`config.mk`:
```
export PLATFORM = sky130hd
export DESIGN_NAME = pc_src_ctrl
export DESIGN_NICKNAME = d
export VERILOG_FILES = /design/src/rtl/pc_src_pkg.sv /design/src/rtl/pc_wait_cnt.sv /design/src/rtl/pc_src_ctrl.sv
export SDC_FILE = /design/constraint.sdc
export NUM_CORES = 1
export LEC_CHECK = 0
export CAP_MARGIN = 20
export CORE_ASPECT_RATIO = 0.7
export CORE_MARGIN = 1
export CORE_UTILIZATION = 39
export DETAILED_ROUTE_END_ITERATION = 8
export HOLD_SLACK_MARGIN = 0.02
export PLACE_DENSITY = 0.78
export SYNTH_ARGS = -nofsm -noshare
export SYNTH_HDL_FRONTEND = slang
export SYNTH_SLANG_ARGS = --single-unit
```
`constraint.sdc`:
```
create_clock -name clk -period 2.11 [get_ports clk]
set_input_delay 0.422 -clock clk [delete_from_list [all_inputs] [get_ports clk]]
set_output_delay 0.422 -clock clk [all_outputs]
set_load 0.05 [all_outputs]
```
`src/rtl/pc_src_pkg.sv`:
```
// Shared encodings for the PC-source sequencer: request kinds, PC mux selects,
// FSM states and default exception vector addresses.
package pc_src_pkg;

    // Request kinds from main control; codes 6 and 7 are illegal and handled as EXC.
    typedef enum logic [2:0] {
        K_NEXT   = 3'd0,
        K_BRANCH = 3'd1,
        K_JUMP   = 3'd2,
        K_JREG   = 3'd3,
        K_RTE    = 3'd4,
        K_EXC    = 3'd5
    } req_kind_t;

    // PC mux select codes; the PC mux decodes exactly these values.
    typedef enum logic [2:0] {
        SEL_ALU_DIRECT = 3'b000,
        SEL_ALU_OUT    = 3'b001,
        SEL_JUMP_SHL2  = 3'b010,
        SEL_MEM_SEXT   = 3'b011,
        SEL_EPC        = 3'b100
    } pc_sel_t;

    typedef enum logic [2:0] {
        ST_IDLE     = 3'd0,
        ST_PC_WR    = 3'd1,
        ST_EXC_EPC  = 3'd2,
        ST_EXC_WAIT = 3'd3,
        ST_EXC_LD   = 3'd4
    } state_t;

    // Default vector byte addresses per exception cause.
    localparam logic [31:0] DEF_VEC_OPC = 32'd253;
    localparam logic [31:0] DEF_VEC_OVF = 32'd254;
    localparam logic [31:0] DEF_VEC_DIV = 32'd255;

    // Anything that is not a plain PC update enters the exception sequence.
    function automatic logic is_exc_kind(input logic [2:0] kind);
        return (kind == K_EXC) || (kind[2:1] == 2'b11);
    endfunction

endpackage

```
`src/rtl/pc_wait_cnt.sv`:
```
// Loadable 4-bit down-counter with a zero flag; times the memory wait window.
module pc_wait_cnt (
    input  logic       clk,
    input  logic       reset_n,
    input  logic       load,
    input  logic       dec,
    input  logic [3:0] load_val,
    output logic       zero
);

    logic [3:0] cnt;

    // Load takes priority; decrement saturates at zero.
    always_ff @(posedge clk or negedge reset_n) begin
        if (!reset_n)
            cnt <= 4'd0;
        else if (load)
            cnt <= load_val;
        else if (dec && (cnt != 4'd0))
            cnt <= cnt - 4'd1;
    end

    assign zero = (cnt == 4'd0);

endmodule

```
`src/rtl/pc_src_ctrl.sv`:
```
// PC-source sequencer: turns one PC-update request into a mux select plus a
// one-cycle PC load, and runs the multi-cycle exception entry (EPC save,
// vector byte read, PC load from memory). All outputs come from flops.
module pc_src_ctrl
    import pc_src_pkg::*;
#(
    parameter int          MEM_LAT = 1,
    parameter logic [31:0] VEC_OPC = DEF_VEC_OPC,
    parameter logic [31:0] VEC_OVF = DEF_VEC_OVF,
    parameter logic [31:0] VEC_DIV = DEF_VEC_DIV
) (
    input  logic        clk,
    input  logic        reset_n,
    input  logic        req_valid,
    output logic        req_ready,
    input  logic [2:0]  req_kind,
    input  logic        br_cond,
    input  logic [1:0]  exc_cause,
    output logic [2:0]  pc_src_sel,
    output logic        pc_write,
    output logic        epc_write,
    output logic        vec_rd,
    output logic [31:0] vec_addr,
    output logic        done
);

    if (MEM_LAT < 1 || MEM_LAT > 15) begin : g_bad_mem_lat
        $error("pc_src_ctrl: MEM_LAT=%0d outside legal range 1..15", MEM_LAT);
    end

    // The counter is loaded on the way into EXC_WAIT, so it must expire after MEM_LAT cycles.
    localparam logic [3:0] WAIT_LOAD = 4'(MEM_LAT - 1);

    state_t      state, state_nx;
    logic        ready_nx, pcw_nx, epcw_nx, vrd_nx, done_nx;
    logic [2:0]  sel_nx;
    logic [31:0] vaddr_nx, exc_vec;
    logic        cnt_load, cnt_dec, cnt_zero;

    // Illegal kinds behave as a nonexistent-opcode exception.
    always_comb begin
        exc_vec = VEC_OPC;
        if (req_kind == K_EXC) begin
            case (exc_cause)
                2'd0:    exc_vec = VEC_OPC;
                2'd1:    exc_vec = VEC_OVF;
                default: exc_vec = VEC_DIV;
            endcase
        end
    end

    // Next state and next value of every registered output.
    always_comb begin
        state_nx = state;
        ready_nx = 1'b0;
        sel_nx   = SEL_ALU_DIRECT;
        pcw_nx   = 1'b0;
        epcw_nx  = 1'b0;
        vrd_nx   = 1'b0;
        done_nx  = 1'b0;
        vaddr_nx = vec_addr;
        cnt_load = 1'b0;
        cnt_dec  = 1'b0;
        case (state)
            ST_IDLE: begin
                ready_nx = 1'b1;
                if (req_valid && req_ready) begin
                    ready_nx = 1'b0;
                    if (is_exc_kind(req_kind)) begin
                        state_nx = ST_EXC_EPC;
                        epcw_nx  = 1'b1;
                        vaddr_nx = exc_vec;
                    end else begin
                        state_nx = ST_PC_WR;
                        done_nx  = 1'b1;
                        pcw_nx   = 1'b1;
                        case (req_kind)
                            K_BRANCH: begin
                                sel_nx = SEL_ALU_OUT;
                                pcw_nx = br_cond;
                            end
                            K_JUMP:  sel_nx = SEL_JUMP_SHL2;
                            K_RTE:   sel_nx = SEL_EPC;
                            default: sel_nx = SEL_ALU_DIRECT;
                        endcase
                    end
                end
            end
            ST_PC_WR: begin
                state_nx = ST_IDLE;
                ready_nx = 1'b1;
            end
            ST_EXC_EPC: begin
                state_nx = ST_EXC_WAIT;
                vrd_nx   = 1'b1;
                cnt_load = 1'b1;
            end
            ST_EXC_WAIT: begin
                if (cnt_zero) begin
                    state_nx = ST_EXC_LD;
                    sel_nx   = SEL_MEM_SEXT;
                    pcw_nx   = 1'b1;
                    done_nx  = 1'b1;
                end else begin
                    cnt_dec = 1'b1;
                end
            end
            ST_EXC_LD: begin
                state_nx = ST_IDLE;
                ready_nx = 1'b1;
            end
            default: begin
                state_nx = ST_IDLE;
                ready_nx = 1'b1;
            end
        endcase
    end

    // State and output registers; req_ready comes up as soon as reset is released.
    always_ff @(posedge clk or negedge reset_n) begin
        if (!reset_n) begin
            state      <= ST_IDLE;
            req_ready  <= 1'b1;
            pc_src_sel <= SEL_ALU_DIRECT;
            pc_write   <= 1'b0;
            epc_write  <= 1'b0;
            vec_rd     <= 1'b0;
            vec_addr   <= 32'd0;
            done       <= 1'b0;
        end else begin
            state      <= state_nx;
            req_ready  <= ready_nx;
            pc_src_sel <= sel_nx;
            pc_write   <= pcw_nx;
            epc_write  <= epcw_nx;
            vec_rd     <= vrd_nx;
            vec_addr   <= vaddr_nx;
            done       <= done_nx;
        end
    end

    pc_wait_cnt u_wait_cnt (
        .clk      (clk),
        .reset_n  (reset_n),
        .load     (cnt_load),
        .dec      (cnt_dec),
        .load_val (WAIT_LOAD),
        .zero     (cnt_zero)
    );

endmodule

```
* After elaboration in Yosys (flattened, before gate mapping)
Index checks and enable logic that the tools add are counted.
** Cells by class
- Mux-type cells :: 29
- Shift-type cells :: 0
- Divide/modulo/power cells :: 0
- Order comparisons :: 0
- Reductions and logical operators :: 11
- $add $sub $neg :: 1
- Bitwise gates (word level) :: 0
- Eq/ne operators :: 10
- $mul :: 0
** Operators by type and width (count)
- 32-bit two-way mux :: 1
- 3-bit case mux with 3 select lines :: 2
- 1-bit two-way mux :: 13
- 3-bit two-way mux :: 4
- 3-bit by 2-bit equality test with 1-bit output (second input constant) :: 3
- 4-bit two-way mux :: 2
- 3-bit equality test (second input constant) :: 2
- 1-bit case mux with 2 select lines :: 3
- 3-bit case mux with 2 select lines :: 1
- 4-bit zero test :: 1
- 2-bit two-way mux :: 2
- 2-bit != test (second input constant) :: 2
- 2-bit case mux with 2 select lines :: 1
- 4-bit nonzero test :: 1
- 4-bit by 1-bit subtractor with 4-bit output (second input constant) :: 1
- 3-bit by 1-bit equality test with 1-bit output (second input constant) :: 1
- 3-bit zero test :: 1
- 3-bit AND reduction :: 1
- 2-bit by 1-bit equality test with 1-bit output (second input constant) :: 1
- 2-bit equality test (second input constant) :: 1
- 1-bit logical AND :: 2
- 2-bit zero test :: 1
- 2-bit AND reduction :: 1
- 2-bit nonzero test :: 1
- other kinds (2) :: 2
** Word-level totals
- Latch bits :: 0
- Memory bits (writable) :: 0
- Word-level logic and storage cells :: 60
- Output and inout port bits :: 40
- Register bits after elaboration :: 47
- Bits in read-only memories :: 0
- Bits of input ports :: 9
- Memories kept :: 0

* Longest topological paths before layout
- Word-level depth :: 6
- Mapped depth :: 5
- Mapped depth without buffers :: 5

* By module
Synthesis repeated with hierarchy kept, for this count alone.
** Second synthesis, totals
- Cell total of the unflattened synthesis :: 106
- Area total of the unflattened synthesis :: 1091.0 um2
** Modules (own cells, without submodules)
- pc_src_ctrl :: cells an instance 79, seq. area each 351.6 um2, area an instance 820.8 um2, instances 1
- pc_wait_cnt :: cells an instance 27, seq. area each 100.1 um2, area an instance 270.3 um2, instances 1

* Worst setup path after synthesis
No wires, ideal clock.
- Path type :: reg-to-reg
- Start point :: register req_ready
- End point :: register vec_addr[0]
- Stages on the path, launching flop included :: 4
- Library setup time :: 0.125 ns
- Buffers on the path :: 0
- Path slack :: 0.631 ns
- Clock period less this slack :: 1.479 ns
- Required time :: 1.985 ns
- Arrival :: 1.354 ns
- Cells stage by stage :: dfstp_2 > nand4bb_4 > nor3_4 > mux2_4
** Between the ends
- Cells in the longest elaborated chain, start to end :: 2
** Ends and longest elaborated chain
- from (decl) :: line pc_src_ctrl.sv:15 : output logic req_ready,
- from (signal assigned) :: line pc_src_ctrl.sv:132 : req_ready <= ready_nx;
- 1-bit logical AND :: line pc_src_ctrl.sv:67 : if (req_valid && req_ready) begin
- 3-bit AND reduction (no source line)
- to (signal assigned) :: line pc_src_ctrl.sv:137 : vec_addr <= vaddr_nx;
- to (decl) :: line pc_src_ctrl.sv:23 : output logic [31:0] vec_addr,
Every way passes these cells.
A chain may end at the register's enable or synchronous reset.

==> results.txt <==
* Result of the run: finished, final reports clean
- Vias in the first global route: 634
- The setup path with the least slack is of type reg -> out.
* Power density over the cells: 1240 nW/um2
- The worst-case IR drop observed on VDD is 350 uV.
- Startpoint of the worst setup timing path: vec_addr[6]
- In this run the vertical extent of the chip is 46.0 um.
- Core outline area: 2530 um2
- Finish-stage setup viols: 0
- The worst hold path begins at state[2].
- CP Cell Sequence: clkdlybuf4s50_1
- Cell at the root of the clock tree: sky130_fd_sc_hd__clkbuf_8
- The number of buffers and inverters on the critical path is 1.
- Of the available clock period, the critical path in the final layout requires 91.9%.
* Utilization of the core after routing: 51.5%
- Buffers added to address setup during post-CTS repair amount to 0.
* Share of the synthesized area in the top cell type: 39.4%
* Remaining routing DRC violations: 0
- The share of the Yosys chip area taken by registers is 41.8%.
- Total grt overflow: 0
- 49 I/O pins were placed.
- Reg2reg path depth: 5
- The tool flagged a number of max-cap violations equal to 0.
- Unrepaired setup endpoints after global routing: false
- Dividing the detail-routed wire length by the instance count gives 11.9 um.
* Internal power: 863 uW
* R2R Setup Slk: 0.51 ns
- Data arrival time of the worst path: 1.52 ns
- Cell types with the largest area share after synthesis: sky130_fd_sc_hd__dfrtp_1 39%, sky130_fd_sc_hd__buf_4 20%, sky130_fd_sc_hd__o41ai_2 3.0%
- Of all nets on the critical path, the largest fanout is 7.
- In this design, the stage delay of the slowest critical-path cell is 0.84 ns.
- The die is 64.9 um wide.
- The number of antenna violations at the first check in global routing was 0.
- After floorplanning, the core was divided into 15 placement rows.
* Post-synthesis register bit count: 18
- A synthesized cell averages 10.9 um2.
- Hold violation count in the final report: 0
- Data required time of the worst path: 1.69 ns
* Top flip-flop cell by instance count after synthesis: sky130_fd_sc_hd__dfrtp_1
- Clock latency on the worst-skew pair, taken at its later pin, is 0.25 ns.
- Counting the buffers created by CTS gives 3.
- The first global-routing pass estimated 2.90 mm of wire.
* Share of power burned in registers: 31.8%
* Number of violations reported at the end of detailed-routing iteration 0: 21
* Count of input and output buffers: 24
- Antenna diode count: 0
- Placed Cells incl. Taps: 153
- Area of the die: 2990 um2
* Static Leak: 0.000586 uW
- Final worst-path setup slack: 0.170 ns
* Switching power as a share of total power: 46.5%
- Maximum buffer depth of the clock tree: 2
- CTS built an H-tree with a depth of 1.
- Prior to clock tree synthesis, the placed netlist has a worst setup slack of 0.369 ns.
- The count of nets left with antenna violations once routing finished came out at 0.
- Clock transition at path regs: 0.07 ns
- Entering global routing, the biggest net connects 19 pins.
* Cell variety after synth: 40
- Upper clock frequency limit: 516 MHz
- The net count of the finished layout is 134.
* Max-slew violation count: 0
- Number of enable-type register cells in the synthesized netlist: 0
* Total track usage: 13.6%
- Yosys warning count: 0
- Class of the tightest hold or removal check: reg -> reg
- After synthesis, the share of flip-flops with an asynchronous set or reset is 100%.
- Clock power share: 17.3%
- Path length in cells of the critical path: 1
* WL final: 1.87 mm
* Number of hold buffers added after cts: 0
- Dividing the detail-routed via count by the number of cells gives 4.66.
* First-pass iteration count of the detailed router: 3
- Proportion of layout cells with a drive suffix above 1: 17.1%
- Detailed placement ended at an HPWL of 1.41 mm.
- Capturing point of the worst reg2reg path: u_wait_cnt.cnt[0]
* Slew of the pin with the lowest slew margin: 0.503 ns
- STA classifies the critical path endpoint as an output port.
- Gates resized during post-CTS repair numbered 0.
- sky130_fd_sc_hd__buf_4 is the most common cell in the netlist.
- Number of clock sinks seen by CTS: 18
- Summing every instance area after synthesis gives 1080 um2.
* Starting Density: 42.6%
* CTS tree: yes
- The worst setup path is launched from a flip-flop.
* Crit-path slowest cell: sky130_fd_sc_hd__clkdlybuf4s50_1
- Vias after detailed routing: 731
* Number of standard cells in the final layout excluding fillers: 157
* Top post-synthesis cells by count: 29 x sky130_fd_sc_hd__buf_4, 17 x sky130_fd_sc_hd__dfrtp_1, 7 x sky130_fd_sc_hd__inv_1
* Gate family responsible for the most delay along the worst path: buffers and inverters
* Layout overhead on the synthesized area: 20.7%
- In the synthesized netlist, the number of instances is 99.
- The analysis attributes to net switching a power of 751 uW.
- Period minus WS final: 1.94 ns
* Max transition margin: 66.4%
- The startpoint identified for the worst register-to-register timing path is u_wait_cnt.cnt[0].
- GP Congestion: 0.721
* Total negative slack: 0 ns
- Combinational power share: 50.9%
* Max Clock Skew: 0.000712 ns
* Capture point of the worst path: vec_addr[5]
* Area leader, netlist: sky130_fd_sc_hd__dfrtp_1
[sequential cells by signal, indices dropped and copies added, names as in the netlist]
register / cells
done: 1
epc_write: 1
pc_src_sel: 3
pc_write: 1
req_ready: 1
state: 3
u_wait_cnt.cnt: 4
vec_addr: 3
vec_rd: 1
[power by group through the flow]
stage	Combinational, uW	Sequential, uW	Clock, uW
2_1_floorplan	436	730	0
3_3_place_gp	811	518	0
3_5_place_dp	820	521	0
4_1_cts	826	516	282
5_1_grt	862	530	297
6_report	822	514	279
[placed cells by master, fill, tap and decap left out, types with 2 or more instances in the layout]
| master | instances |
|---|---|
| sky130_fd_sc_hd__conb_1 | 24 |
| sky130_fd_sc_hd__clkdlybuf4s50_1 | 23 |
| sky130_fd_sc_hd__dfrtp_1 | 17 |
| sky130_fd_sc_hd__inv_1 | 7 |
| sky130_fd_sc_hd__buf_4 | 5 |
| sky130_fd_sc_hd__clkbuf_8 | 4 |
| sky130_fd_sc_hd__nand3_1 | 3 |
| sky130_fd_sc_hd__o21ai_1 | 2 |
| sky130_fd_sc_hd__o41ai_2 | 2 |
| sky130_fd_sc_hd__o21ai_0 | 2 |
| sky130_fd_sc_hd__nand3b_1 | 2 |
| sky130_fd_sc_hd__o221ai_1 | 2 |
| sky130_fd_sc_hd__nand2_1 | 2 |
[layer usage]
layer / global-route usage, % / share of wire, % / routed length [um] / up-vias
met2: 24.4 / 51 / 959 / 33
met1: 15.6 / 41 / 775 / 354
met4: 8.00 / 2.3 / 44 / 0
li1: - / - / - / 340
met3: 2.50 / 5.1 / 95 / 4
met5: 0 / 0 / 0 / -
[worst min-delay path by stage]
stage,cells after the start,end
finish,1,vec_rd
global route,1,vec_rd
CTS,1,vec_rd
detailed placement,1,vec_rd
global placement,1,vec_rd
floorplan,0,done
[metrics by stage]
stage	hold slack, ns	area, um2	power [uW]
2_1_floorplan	0.126	1170	1170
3_3_place_gp	0.467	1250	1330
3_5_place_dp	0.461	1250	1340
4_1_cts	0.472	1300	1620
5_1_grt	0.505	1300	1690
6_report	0.471	1300	1610
[final cells by class]
type                            count  area [um2]
Inverter                            7        26.3
Timing Repair Buffer               28         268
Fill cell                         220        1230
Clock buffer                        4        55.1
Sequential cell                    18         452
Multi-Input combinational cell     66         460
Tap cell                           34        42.5
[worst reg2reg max path: stages, from the launching register on]
cell and delay, ns:
sky130_fd_sc_hd__dfrtp_1 0.38, sky130_fd_sc_hd__inv_1 0.08, sky130_fd_sc_hd__ha_1 0.23, sky130_fd_sc_hd__nor3b_2 0.20, sky130_fd_sc_hd__or4b_1 0.54, sky130_fd_sc_hd__o211ai_2 0.08
[logic make-up (layout without fill, tap and decap cells)]
logic type | after synthesis | in the layout | share of synthesized area [%]
AOI/OAI and AO/OA | 16 | 16 | 12.9
adders and majority gates | 1 | 1 | 1.16
buffers and inverters | 38 | 39 | 23.5
DFF | 18 | 18 | 41.8
muxes | 2 | 2 | 2.32
other | 1 | 24 | 0.347
and+or+nand+nor | 23 | 23 | 18.0
Note: power is estimated with default switching activity, not from simulation.
